<file path="src/rtl/alarm_sequencer_if.sv">
// Control, pattern-write and playback signals between the alarm sequencer
// and its surroundings (nap timer, buttons, tone generator / LED driver).
interface alarm_sequencer_if #(
  parameter int NOTE_W = 13,
  parameter int DEPTH  = 16
);
  localparam int AW = $clog2(DEPTH);

  logic              start;
  logic              stop;
  logic              snooze;
  logic [AW:0]       seq_len;
  logic [7:0]        repeat_limit;
  logic              wr_en;
  logic [AW-1:0]     wr_addr;
  logic [NOTE_W-1:0] wr_note;
  logic              wr_light;
  logic [NOTE_W-1:0] beat;
  logic              light;
  logic              active;
  logic [AW-1:0]     step_idx;
  logic              done;

  // Side that commands the sequencer and consumes its outputs.
  modport master (
    output start, stop, snooze, seq_len, repeat_limit,
    output wr_en, wr_addr, wr_note, wr_light,
    input  beat, light, active, step_idx, done
  );

  // The sequencer itself.
  modport slave (
    input  start, stop, snooze, seq_len, repeat_limit,
    input  wr_en, wr_addr, wr_note, wr_light,
    output beat, light, active, step_idx, done
  );
endinterface

</file>
<file path="src/rtl/alarm_sequencer.sv">
// Alarm sequencer: plays a programmable pattern of note codes and light
// flags at a prescaled tempo, with repeat count, stop and limited snoozes.
module alarm_sequencer #(
  parameter int NOTE_W       = 13,
  parameter int DEPTH        = 16,
  parameter int TICK_DIV     = 4,
  parameter int SNOOZE_TICKS = 8,
  parameter int MAX_SNOOZE   = 3
) (
  input  logic              clock,
  input  logic              reset,
  alarm_sequencer_if.slave  bus
);
  localparam int AW = $clog2(DEPTH);
  localparam int PW = (TICK_DIV > 1) ? $clog2(TICK_DIV) : 1;
  localparam int SW = (SNOOZE_TICKS > 1) ? $clog2(SNOOZE_TICKS) : 1;
  localparam int UW = (MAX_SNOOZE > 0) ? $clog2(MAX_SNOOZE + 1) : 1;

  localparam logic [PW-1:0] PRESC_LAST = PW'(TICK_DIV - 1);
  localparam logic [SW-1:0] SNZ_INIT   = SW'(SNOOZE_TICKS - 1);
  localparam logic [UW-1:0] SNZ_MAX    = UW'(MAX_SNOOZE);
  localparam logic [AW:0]   DEPTH_L    = (AW + 1)'(DEPTH);
  localparam logic [AW-1:0] LAST_STEP  = AW'(DEPTH - 1);

  typedef enum logic [1:0] {ST_IDLE, ST_PLAY, ST_SNOOZE} state_t;

  // Each entry is {light, note}.
  logic [NOTE_W:0] pat_mem [DEPTH];

  state_t            state_reg, state_next;
  logic [PW-1:0]     presc_reg, presc_next;
  logic [AW-1:0]     step_reg, step_next;
  logic [AW-1:0]     len_m1_reg, len_m1_next;
  logic [7:0]        rep_reg, rep_next;
  logic [7:0]        rep_lim_reg, rep_lim_next;
  logic [SW-1:0]     snz_cnt_reg, snz_cnt_next;
  logic [UW-1:0]     snz_used_reg, snz_used_next;
  logic              snooze_prev_reg;
  logic [NOTE_W-1:0] beat_reg, beat_next;
  logic              light_reg, light_next;
  logic              active_reg, active_next;
  logic              done_reg, done_next;

  logic              tick;
  logic              snooze_rise;
  logic [AW-1:0]     step_inc;
  logic [7:0]        rep_inc;
  logic [AW-1:0]     len_m1_in;

  assign tick        = (state_reg != ST_IDLE) && (presc_reg == PRESC_LAST);
  assign snooze_rise = bus.snooze & ~snooze_prev_reg;
  assign step_inc    = step_reg + AW'(1);
  assign rep_inc     = rep_reg + 8'd1;

  // A length of zero or beyond the pattern depth plays the whole pattern.
  always_comb begin
    len_m1_in = LAST_STEP;
    if (bus.seq_len != '0 && bus.seq_len <= DEPTH_L)
      len_m1_in = AW'(bus.seq_len - 1'b1);
  end

  // Pattern storage: written in any state, cleared by reset.
  always_ff @(posedge clock or posedge reset) begin
    if (reset) begin
      for (int i = 0; i < DEPTH; i++) pat_mem[i] <= '0;
    end else if (bus.wr_en) begin
      pat_mem[bus.wr_addr] <= {bus.wr_light, bus.wr_note};
    end
  end

  // State and datapath registers.
  always_ff @(posedge clock or posedge reset) begin
    if (reset) begin
      state_reg       <= ST_IDLE;
      presc_reg       <= '0;
      step_reg        <= '0;
      len_m1_reg      <= '0;
      rep_reg         <= '0;
      rep_lim_reg     <= '0;
      snz_cnt_reg     <= '0;
      snz_used_reg    <= '0;
      snooze_prev_reg <= 1'b0;
      beat_reg        <= '0;
      light_reg       <= 1'b0;
      active_reg      <= 1'b0;
      done_reg        <= 1'b0;
    end else begin
      state_reg       <= state_next;
      presc_reg       <= presc_next;
      step_reg        <= step_next;
      len_m1_reg      <= len_m1_next;
      rep_reg         <= rep_next;
      rep_lim_reg     <= rep_lim_next;
      snz_cnt_reg     <= snz_cnt_next;
      snz_used_reg    <= snz_used_next;
      snooze_prev_reg <= bus.snooze;
      beat_reg        <= beat_next;
      light_reg       <= light_next;
      active_reg      <= active_next;
      done_reg        <= done_next;
    end
  end

  // Next-state and output logic; priority in PLAY is stop > snooze > tick.
  always_comb begin
    state_next    = state_reg;
    presc_next    = tick ? '0 : presc_reg + PW'(1);
    step_next     = step_reg;
    len_m1_next   = len_m1_reg;
    rep_next      = rep_reg;
    rep_lim_next  = rep_lim_reg;
    snz_cnt_next  = snz_cnt_reg;
    snz_used_next = snz_used_reg;
    beat_next     = beat_reg;
    light_next    = light_reg;
    active_next   = active_reg;
    done_next     = 1'b0;

    case (state_reg)
      ST_IDLE: begin
        presc_next  = '0;
        beat_next   = '0;
        light_next  = 1'b0;
        active_next = 1'b0;
        if (bus.start && !bus.stop) begin
          state_next              = ST_PLAY;
          step_next               = '0;
          rep_next                = '0;
          snz_used_next           = '0;
          len_m1_next             = len_m1_in;
          rep_lim_next            = bus.repeat_limit;
          {light_next, beat_next} = pat_mem[0];
          active_next             = 1'b1;
        end
      end

      ST_PLAY: begin
        if (bus.stop) begin
          state_next  = ST_IDLE;
          beat_next   = '0;
          light_next  = 1'b0;
          active_next = 1'b0;
          step_next   = '0;
        end else if (snooze_rise && snz_used_reg < SNZ_MAX) begin
          state_next    = ST_SNOOZE;
          beat_next     = '0;
          light_next    = 1'b0;
          snz_cnt_next  = SNZ_INIT;
          snz_used_next = snz_used_reg + UW'(1);
        end else if (tick) begin
          if (step_reg != len_m1_reg) begin
            step_next               = step_inc;
            {light_next, beat_next} = pat_mem[step_inc];
          end else begin
            step_next = '0;
            rep_next  = rep_inc;
            if (rep_lim_reg != 8'd0 && rep_inc == rep_lim_reg) begin
              state_next  = ST_IDLE;
              done_next   = 1'b1;
              beat_next   = '0;
              light_next  = 1'b0;
              active_next = 1'b0;
            end else begin
              {light_next, beat_next} = pat_mem[0];
            end
          end
        end
      end

      ST_SNOOZE: begin
        if (bus.stop) begin
          state_next  = ST_IDLE;
          active_next = 1'b0;
          step_next   = '0;
        end else if (tick) begin
          if (snz_cnt_reg != '0) begin
            snz_cnt_next = snz_cnt_reg - SW'(1);
          end else begin
            state_next              = ST_PLAY;
            step_next               = '0;
            {light_next, beat_next} = pat_mem[0];
          end
        end
      end

      default: begin
        state_next  = ST_IDLE;
        beat_next   = '0;
        light_next  = 1'b0;
        active_next = 1'b0;
        step_next   = '0;
      end
    endcase

    // The prescaler restarts on every state entry.
    if (state_next != state_reg) presc_next = '0;
  end

  assign bus.beat     = beat_reg;
  assign bus.light    = light_reg;
  assign bus.active   = active_reg;
  assign bus.step_idx = step_reg;
  assign bus.done     = done_reg;
endmodule

</file>
<file path="src/flat_wrapper.sv">
// flat-port wrapper written by rule: the top's interface ports become plain ports
module alarm_sequencer_flat 
#(
  parameter int NOTE_W       = 13,
  parameter int DEPTH        = 16,
  parameter int TICK_DIV     = 4,
  parameter int SNOOZE_TICKS = 8,
  parameter int MAX_SNOOZE   = 3
)
  (clock, reset, bus_start, bus_stop, bus_snooze, bus_seq_len, bus_repeat_limit, bus_wr_en, bus_wr_addr, bus_wr_note, bus_wr_light, bus_beat, bus_light, bus_active, bus_step_idx, bus_done);
  alarm_sequencer_if #(.NOTE_W(NOTE_W), .DEPTH(DEPTH)) bus_i ();
  input  logic clock;
  input  logic reset;
  input wire logic [$bits(bus_i.start)-1:0] bus_start;
  input wire logic [$bits(bus_i.stop)-1:0] bus_stop;
  input wire logic [$bits(bus_i.snooze)-1:0] bus_snooze;
  input wire logic [$bits(bus_i.seq_len)-1:0] bus_seq_len;
  input wire logic [$bits(bus_i.repeat_limit)-1:0] bus_repeat_limit;
  input wire logic [$bits(bus_i.wr_en)-1:0] bus_wr_en;
  input wire logic [$bits(bus_i.wr_addr)-1:0] bus_wr_addr;
  input wire logic [$bits(bus_i.wr_note)-1:0] bus_wr_note;
  input wire logic [$bits(bus_i.wr_light)-1:0] bus_wr_light;
  output wire logic [$bits(bus_i.beat)-1:0] bus_beat;
  output wire logic [$bits(bus_i.light)-1:0] bus_light;
  output wire logic [$bits(bus_i.active)-1:0] bus_active;
  output wire logic [$bits(bus_i.step_idx)-1:0] bus_step_idx;
  output wire logic [$bits(bus_i.done)-1:0] bus_done;
  assign bus_i.start = bus_start;
  assign bus_i.stop = bus_stop;
  assign bus_i.snooze = bus_snooze;
  assign bus_i.seq_len = bus_seq_len;
  assign bus_i.repeat_limit = bus_repeat_limit;
  assign bus_i.wr_en = bus_wr_en;
  assign bus_i.wr_addr = bus_wr_addr;
  assign bus_i.wr_note = bus_wr_note;
  assign bus_i.wr_light = bus_wr_light;
  assign bus_beat = bus_i.beat;
  assign bus_light = bus_i.light;
  assign bus_active = bus_i.active;
  assign bus_step_idx = bus_i.step_idx;
  assign bus_done = bus_i.done;
  alarm_sequencer #(.NOTE_W(NOTE_W), .DEPTH(DEPTH), .TICK_DIV(TICK_DIV), .SNOOZE_TICKS(SNOOZE_TICKS), .MAX_SNOOZE(MAX_SNOOZE)) u_core (.clock(clock), .reset(reset), .bus(bus_i));
endmodule
</file>
<file path="config.mk">
export PLATFORM = sky130hd
export DESIGN_NAME = alarm_sequencer_flat
export DESIGN_NICKNAME = d
export VERILOG_FILES = /design/src/rtl/alarm_sequencer_if.sv /design/src/rtl/alarm_sequencer.sv /design/src/flat_wrapper.sv
export SDC_FILE = /design/constraint.sdc
export NUM_CORES = 1
export LEC_CHECK = 0
export BUFFER_PORTS_ARGS = -buffer_cell sky130_fd_sc_hd__buf_2
export CAP_MARGIN = 20
export CORE_UTILIZATION = 55
export CTS_BUF_LIST = sky130_fd_sc_hd__clkbuf_4 sky130_fd_sc_hd__clkbuf_8
export CTS_CLUSTER_SIZE = 8
export DETAILED_ROUTE_END_ITERATION = 16
export GPL_ROUTABILITY_DRIVEN = 0
export PLACE_DENSITY = 0.72
export SLEW_MARGIN = 20
export SYNTH_ARGS = -nofsm -noshare
export SYNTH_HDL_FRONTEND = slang
export SYNTH_SLANG_ARGS = --single-unit
</file>
<file path="constraint.sdc">
create_clock -name clock -period 24.9 [get_ports clock]
set_input_delay 4.98 -clock clock [delete_from_list [all_inputs] [get_ports clock]]
set_output_delay 4.98 -clock clock [all_outputs]
set_load 0.03 [all_outputs]
</file>
==> run metrics, run 1 <==
outcome=completed; Crit Path Category=input port to asynchronous set/reset pin; min-delay worst type=flop to flop; DRC=0; Die Span X=about 160 um; Hold Buf Count CTS=0; Setup Fix Bufs, Post-CTS=0; GR Util met3=0.0428; global route overflow=0; H-tree levels=2; fmax=~150 MHz; DP Area=13600 sq um; reg2reg end=u_core.bus.beat[7]; synth warn=0; Final #Nets=1035; Antenna Nets Post-Route=0; RSZ-0062 raised after global routing=no; # IOs=57; Power Total=roughly 1.3 mW; Hold Crit Depth=1; R2R cell count=7; GR Util met1=0.333; placed cells=between 1000 and 1500; Hold Fails Final Rpt=0; Tcrit/Tclk final=0.270; Leak=between 6 and 7 nW; syn nets=991; # rows=56; HPWL Detailed=~17000 um; first-pass GRT wire length=45800 um; Synth Register Bits=274; Routed wire per std cell=between 20 and 25 um; Yosys cell types=56; Main synth FF type=dfrtp_1; GR peak layer=met2; largest net degree at the start of global routing=118; Seq/Total Area, Yosys=0.525; Post-CTS Resized=0; CTS tree=done; DIE AREA=24400 sq um; crit path time final=about 6.7 ns; worst hold start=u_core.presc_reg[0]; Worst Path Arrival=approximately 7.3 ns; crit end category=asynchronous set/reset pin; ANT cells=0; syn_area_per_cell=about 14 sq um; Worst VDD drop=about 0.045 mV; slowest CP cell=buf_4; Area growth syn-to-layout=11.6%; die height=roughly 160 um; Buf/Inv on CP=4; via/cell ratio=6.01; number of synthesized flops with an enable pin=0; PwrDens=between 80 and 90 nW/um^2; worst skew pair latency=around 0.56 ns; clk slew on worst S/H paths=around 0.06 ns; WHS Endpoint=u_core.presc_reg[0]; TritonCTS Buffers=47; setup violators final=0; Initial Utilization=0.558; CTS sink cnt=~270; delay of the slowest cell on the worst path=0.90 ns; R2R Setup Slk=around 22 ns; worst-margin pin slew=1.08 ns; delay-heaviest family, CP=buffers and inverters; GRT met2 Usage=0.406; MaxCap Viol Count=0; ys async rst share=1.00; layout cell share with drive strength beyond 1=0.451; Finished Cell Area=approximately 15000 sq um; Syn Inst Count=about 950; worst r2r src=u_core.bus.step_idx[0]; total routed wirelength=28400 um; Crit path required time=around 25 ns; crit-path max FO=between 100 and 150; vias in the first global route=about 8300; IO buf count=56; antenna violations before repair=0; Pre-antenna DRT Iters=7; CP startpoint kind=input port; CTS root buffer=clkbuf_8; 1st-iter DRT viols=~480; setup TNS=0 ns; CTS Buffer Depth=3; Max-slew headroom=0.277; post-route insts no fill=between 1000 and 1500; Max Slew Vio Count=0; vias=about 8100; Layout Skew=0.0159 ns; Netlist Area Pre-Place=about 13000 sq um; number of flip-flops under the largest register name=around 220; crit path cell chain=buf_2, inv_8, buf_6, buf_4; Global Route Usage Sum=0.245; core area=about 23000 sq um
-- stage by stage --
stage / hold slack [ns] / util / setup slack [ns]
after floorplan: 0.416 / - / 12.37
after global placement: 0.426 / 0.581 / 17.15
after detailed placement: 0.432 / 0.581 / 17.14
after CTS: 0.440 / 0.623 / 17.72
after global routing: 0.446 / 0.623 / 17.73
final: 0.436 / 0.623 / 18.18
-- how the worst max path moves through the flow --
stage	start	end	slack, ns	cells past startpoint
floorplan	reset	u_core.bus.active	12.37	1
global placement	reset	u_core.pat_mem[120]	17.15	4
detailed placement	reset	u_core.pat_mem[118]	17.14	4
CTS	reset	u_core.pat_mem[118]	17.72	4
global route	reset	u_core.pat_mem[33]	17.73	4
finish	reset	u_core.pat_mem[85]	18.18	4
-- routing by layer --
layer  vias up  wire (um)
met5         -          0
met1      4212      12700
met4         0        559
met3        55       1240
li1       3608          -
met2       189      13900
-- cell usage in the layout (no fill, tap or decap), types with 3 or more instances in the layout --
cell type / instances
or3_1: 4
o22ai_1: 14
a32oi_1: 14
buf_4: 15
nor3b_1: 3
ha_1: 6
nor2_1: 20
inv_1: 7
clkinv_2: 4
nand3_1: 11
a31oi_1: 6
xor2_1: 10
clkbuf_8: 59
nor2b_1: 5
o211ai_1: 14
a21oi_1: 17
mux2i_1: 28
nand2_1: 53
mux4_2: 56
nor4_1: 4
nand4_1: 3
nor3_1: 8
o21ai_0: 24
dfrtp_1: 273
nor3_2: 3
mux2_2: 233
clkbuf_4: 15
nand2b_1: 6
and3_1: 3
buf_2: 56
xnor2_1: 8
-- area by class of cell --
| type | count | area, sq um |
|---|---|---|
| Multi-Input combinational cell | 588 | 5900 |
| Inverter | 8 | 37.5 |
| Timing Repair Buffer | 72 | 404 |
| Tap cell | 319 | 399 |
| Clock inverter | 7 | 43.8 |
| Sequential cell | 274 | 6860 |
| Clock buffer | 74 | 925 |
| Fill cell | 1789 | 8830 |
-- logic make-up after synthesis --
family	Yosys count	share of synthesized area
AOI/OAI and AO/OA	104	0.0532
xor gates and xnor gates	19	0.0133
adders and majority gates	7	0.00670
buffers and inverters	85	0.0275
DFF	274	0.525
muxes	317	0.319
and+or+nand+nor	141	0.0556
-- power breakdown --
group,internal (mW),switching (mW)
clock network,0.235,0.177
logic,0.143,0.107
registers,0.541,0.0525
total,0.918,0.337
-- Yosys cell counts, types with 2 or more instances --
| master | instances | area [sq um] |
|---|---|---|
| nand4_1 | 3 | 18.8 |
| nor3b_1 | 3 | 22.5 |
| clkbuf_1 | 47 | 176 |
| mux2i_1 | 28 | 280 |
| mux2_2 | 233 | 2620 |
| buf_1 | 5 | 18.8 |
| o21bai_1 | 2 | 15.0 |
| nor3_1 | 12 | 60.1 |
| ha_1 | 7 | 87.6 |
| a31oi_1 | 6 | 37.5 |
| or3_1 | 4 | 25.0 |
| clkbuf_2 | 2 | 10.0 |
| a21oi_1 | 17 | 85.1 |
| xnor2_1 | 8 | 70.1 |
| mux4_2 | 56 | 1260 |
| and3_1 | 3 | 18.8 |
| buf_2 | 21 | 105 |
| a32oi_1 | 14 | 123 |
| o22ai_1 | 14 | 87.6 |
| nor2b_1 | 5 | 31.3 |
| nand3_1 | 11 | 55.1 |
| nor2_1 | 20 | 75.1 |
| and2_1 | 2 | 12.5 |
| o21a_1 | 2 | 15.0 |
| nand2b_1 | 6 | 37.5 |
| nor4_1 | 4 | 25.0 |
| or2_2 | 2 | 12.5 |
| o21ai_0 | 26 | 130 |
| o211ai_1 | 14 | 105 |
| inv_1 | 8 | 30.0 |
| dfrtp_1 | 274 | 6860 |
| xor2_1 | 10 | 87.6 |
| or4_1 | 2 | 15.0 |
| nand2_1 | 53 | 199 |
| a21o_1 | 2 | 15.0 |
No activity file was read; power rests on OpenSTA's default activity.
==> run 2: changes to the inputs <==
==> constraint.sdc (replaced) <==
create_clock -name clock -period 6.6 [get_ports clock]
set_input_delay 1.32 -clock clock [delete_from_list [all_inputs] [get_ports clock]]
set_output_delay 1.32 -clock clock [all_outputs]
set_load 0.03 [all_outputs]
==> run 2 against run 1 <==
Net effect:
- via count about the same
- die area unchanged
- design area about the same
- power increased to 3.8 times the previous value
- clock power increased to 3.7 times the previous value
- register-to-register slack got worse by 18 ns
- critical path type is now flop to flop
- highest routed layer is now met5
==> run metrics, run 2 (same netlist as run 1, synthesis figures left out) <==
outcome=completed; reg2reg end=u_core.bus.beat[7]; Layout Skew=approximately 0.022 ns; H-tree levels=2; CTS tree=done; Die Span X=approximately 160 um; worst setup margin=between 3 and 4 ns; Max-slew headroom=0.228; Place WS=between 3 and 4 ns; IO buf count=56; crit path time final=between 3 and 4 ns; Crit Path Category=flop to flop; first-pass GRT wire length=47300 um; Core Util, Final=0.623; crit end category=flop; Max Slew Vio Count=0; worst-margin pin slew=approximately 1.2 ns; number of flip-flops under the largest register name=approximately 220; TritonCTS Buffers=46; RSZ-0062 raised after global routing=no; worst r2r src=u_core.bus.step_idx[0]; crit path cell chain=ha_4, buf_12, mux4_2, mux2i_1, o22ai_1, a32oi_1, o211ai_1; Hold Fails Final Rpt=0; core area=around 23000 sq um; Power Total=~4.7 mW; vias in the first global route=around 8500; R2R cell count=7; min-delay worst type=flop to flop; fmax=around 330 MHz; worst skew pair latency=approximately 0.56 ns; CP startpoint kind=flop; setup violators final=0; Tcrit/Tclk final=0.457; vias=slightly above 8000; CTS root buffer=clkbuf_8; setup TNS=0 ns; post-route insts no fill=1338; MaxCap Viol Count=0; crit-path max FO=35; # IOs=57; R2R Setup Slk=between 3 and 4 ns; Pre-antenna DRT Iters=4; clk slew on worst S/H paths=~0.060 ns; Setup Fix Bufs, Post-CTS=0; global route overflow=0; Area growth syn-to-layout=11.5%; DIE AREA=approximately 24000 sq um; Final #Nets=roughly 1000; Leak=between 6 and 7 nW; Post-CTS Resized=0; layout cell share with drive strength beyond 1=0.451; 1st-iter DRT viols=531; HPWL Detailed=approximately 18000 um; worst hold start=u_core.presc_reg[0]; Global Route Usage Sum=0.257; PwrDens=324 nW/um^2; Crit path required time=roughly 7 ns; commonest non-fill, non-tap cells in the layout=dfrtp_1 (273), mux2_2 (233), clkbuf_8 (59); Hold Crit Depth=1; delay of the slowest cell on the worst path=between 0.7 and 0.8 ns; total routed wirelength=29700 um; Hold Buf Count CTS=0; Worst VDD drop=roughly 0.15 mV; slowest CP cell=ha_4; Worst Path Arrival=around 3.4 ns; most common cell after layout, fill and taps aside=dfrtp_1; Routed wire per std cell=between 20 and 25 um; largest net degree at the start of global routing=~170; WHS Endpoint=u_core.presc_reg[0]; via/cell ratio=6.03; CTS Buffer Depth=3; # rows=between 50 and 60; CTS sink cnt=274; die height=between 150 and 200 um; Antenna Nets Post-Route=0; placed cells=approximately 1300; DRC=0; antenna violations before repair=2; Initial Utilization=0.558
[run 2: cell count changes in the layout (fill, tap and decap cells not counted), sizes merged]
cell | previous run | this run
buf | 72 | 68
inv | 9 | 7
diode | 0 | 1
clkinv | 4 | 5
[run 2: stage by stage]
stage | cell area [sq um] | hold slack (ns)
floorplan | 13100 | 0.416
global route | 14600 | 0.461
detailed placement | 13600 | 0.434
global placement | 13600 | 0.436
finish | 14600 | 0.444
CTS | 14500 | 0.442
[run 2: cell type report]
cell class	instances	area (sq um)
fillers	1840	8830
flip-flops and latches	274	6860
multi-input cells	588	5920
clock buffers	74	925
well taps	319	399
repair buffers	68	395
inverters	8	33.8
clock inverters	6	32.5
diodes	1	2.50
[run 2: layer usage]
| metal | vias to the layer above | GRT usage | part of all wire |
|---|---|---|---|
| met1 | 4224 | 0.328 | 0.43 |
| met4 | 2 | 0.0840 | 0.022 |
| li1 | 3595 | - | - |
| met5 | - | 0 | 0.00057 |
| met3 | 59 | 0.0464 | 0.044 |
| met2 | 191 | 0.445 | 0.51 |
[run 2: critical path, delay by kind of cell, from the launching register on]
kind / cells / cell delay [ns]
buffers and inverters: 1 / 0.30
AOI/OAI and AO/OA: 3 / 0.48
DFF: 1 / 0.58
muxes: 2 / 0.71
adders and majority gates: 1 / 0.75
[run 2: how the worst max path moves through the flow]
stage,start,end
2_1_floorplan,reset,u_core.bus.active
5_1_grt,u_core.bus.step_idx[0],u_core.bus.beat[7]
6_report,u_core.bus.step_idx[0],u_core.bus.beat[7]
3_3_place_gp,bus_start,u_core.rep_reg[3]
3_5_place_dp,bus_start,u_core.rep_reg[3]
4_1_cts,u_core.bus.step_idx[0],u_core.bus.beat[2]
[run 2: power breakdown]
| part | switching, mW | internal, mW | total [mW] |
|---|---|---|---|
| combinational | 0.386 | 0.540 | 0.926 |
| clock | 0.662 | 0.882 | 1.54 |
| sequential | 0.216 | 2.04 | 2.26 |
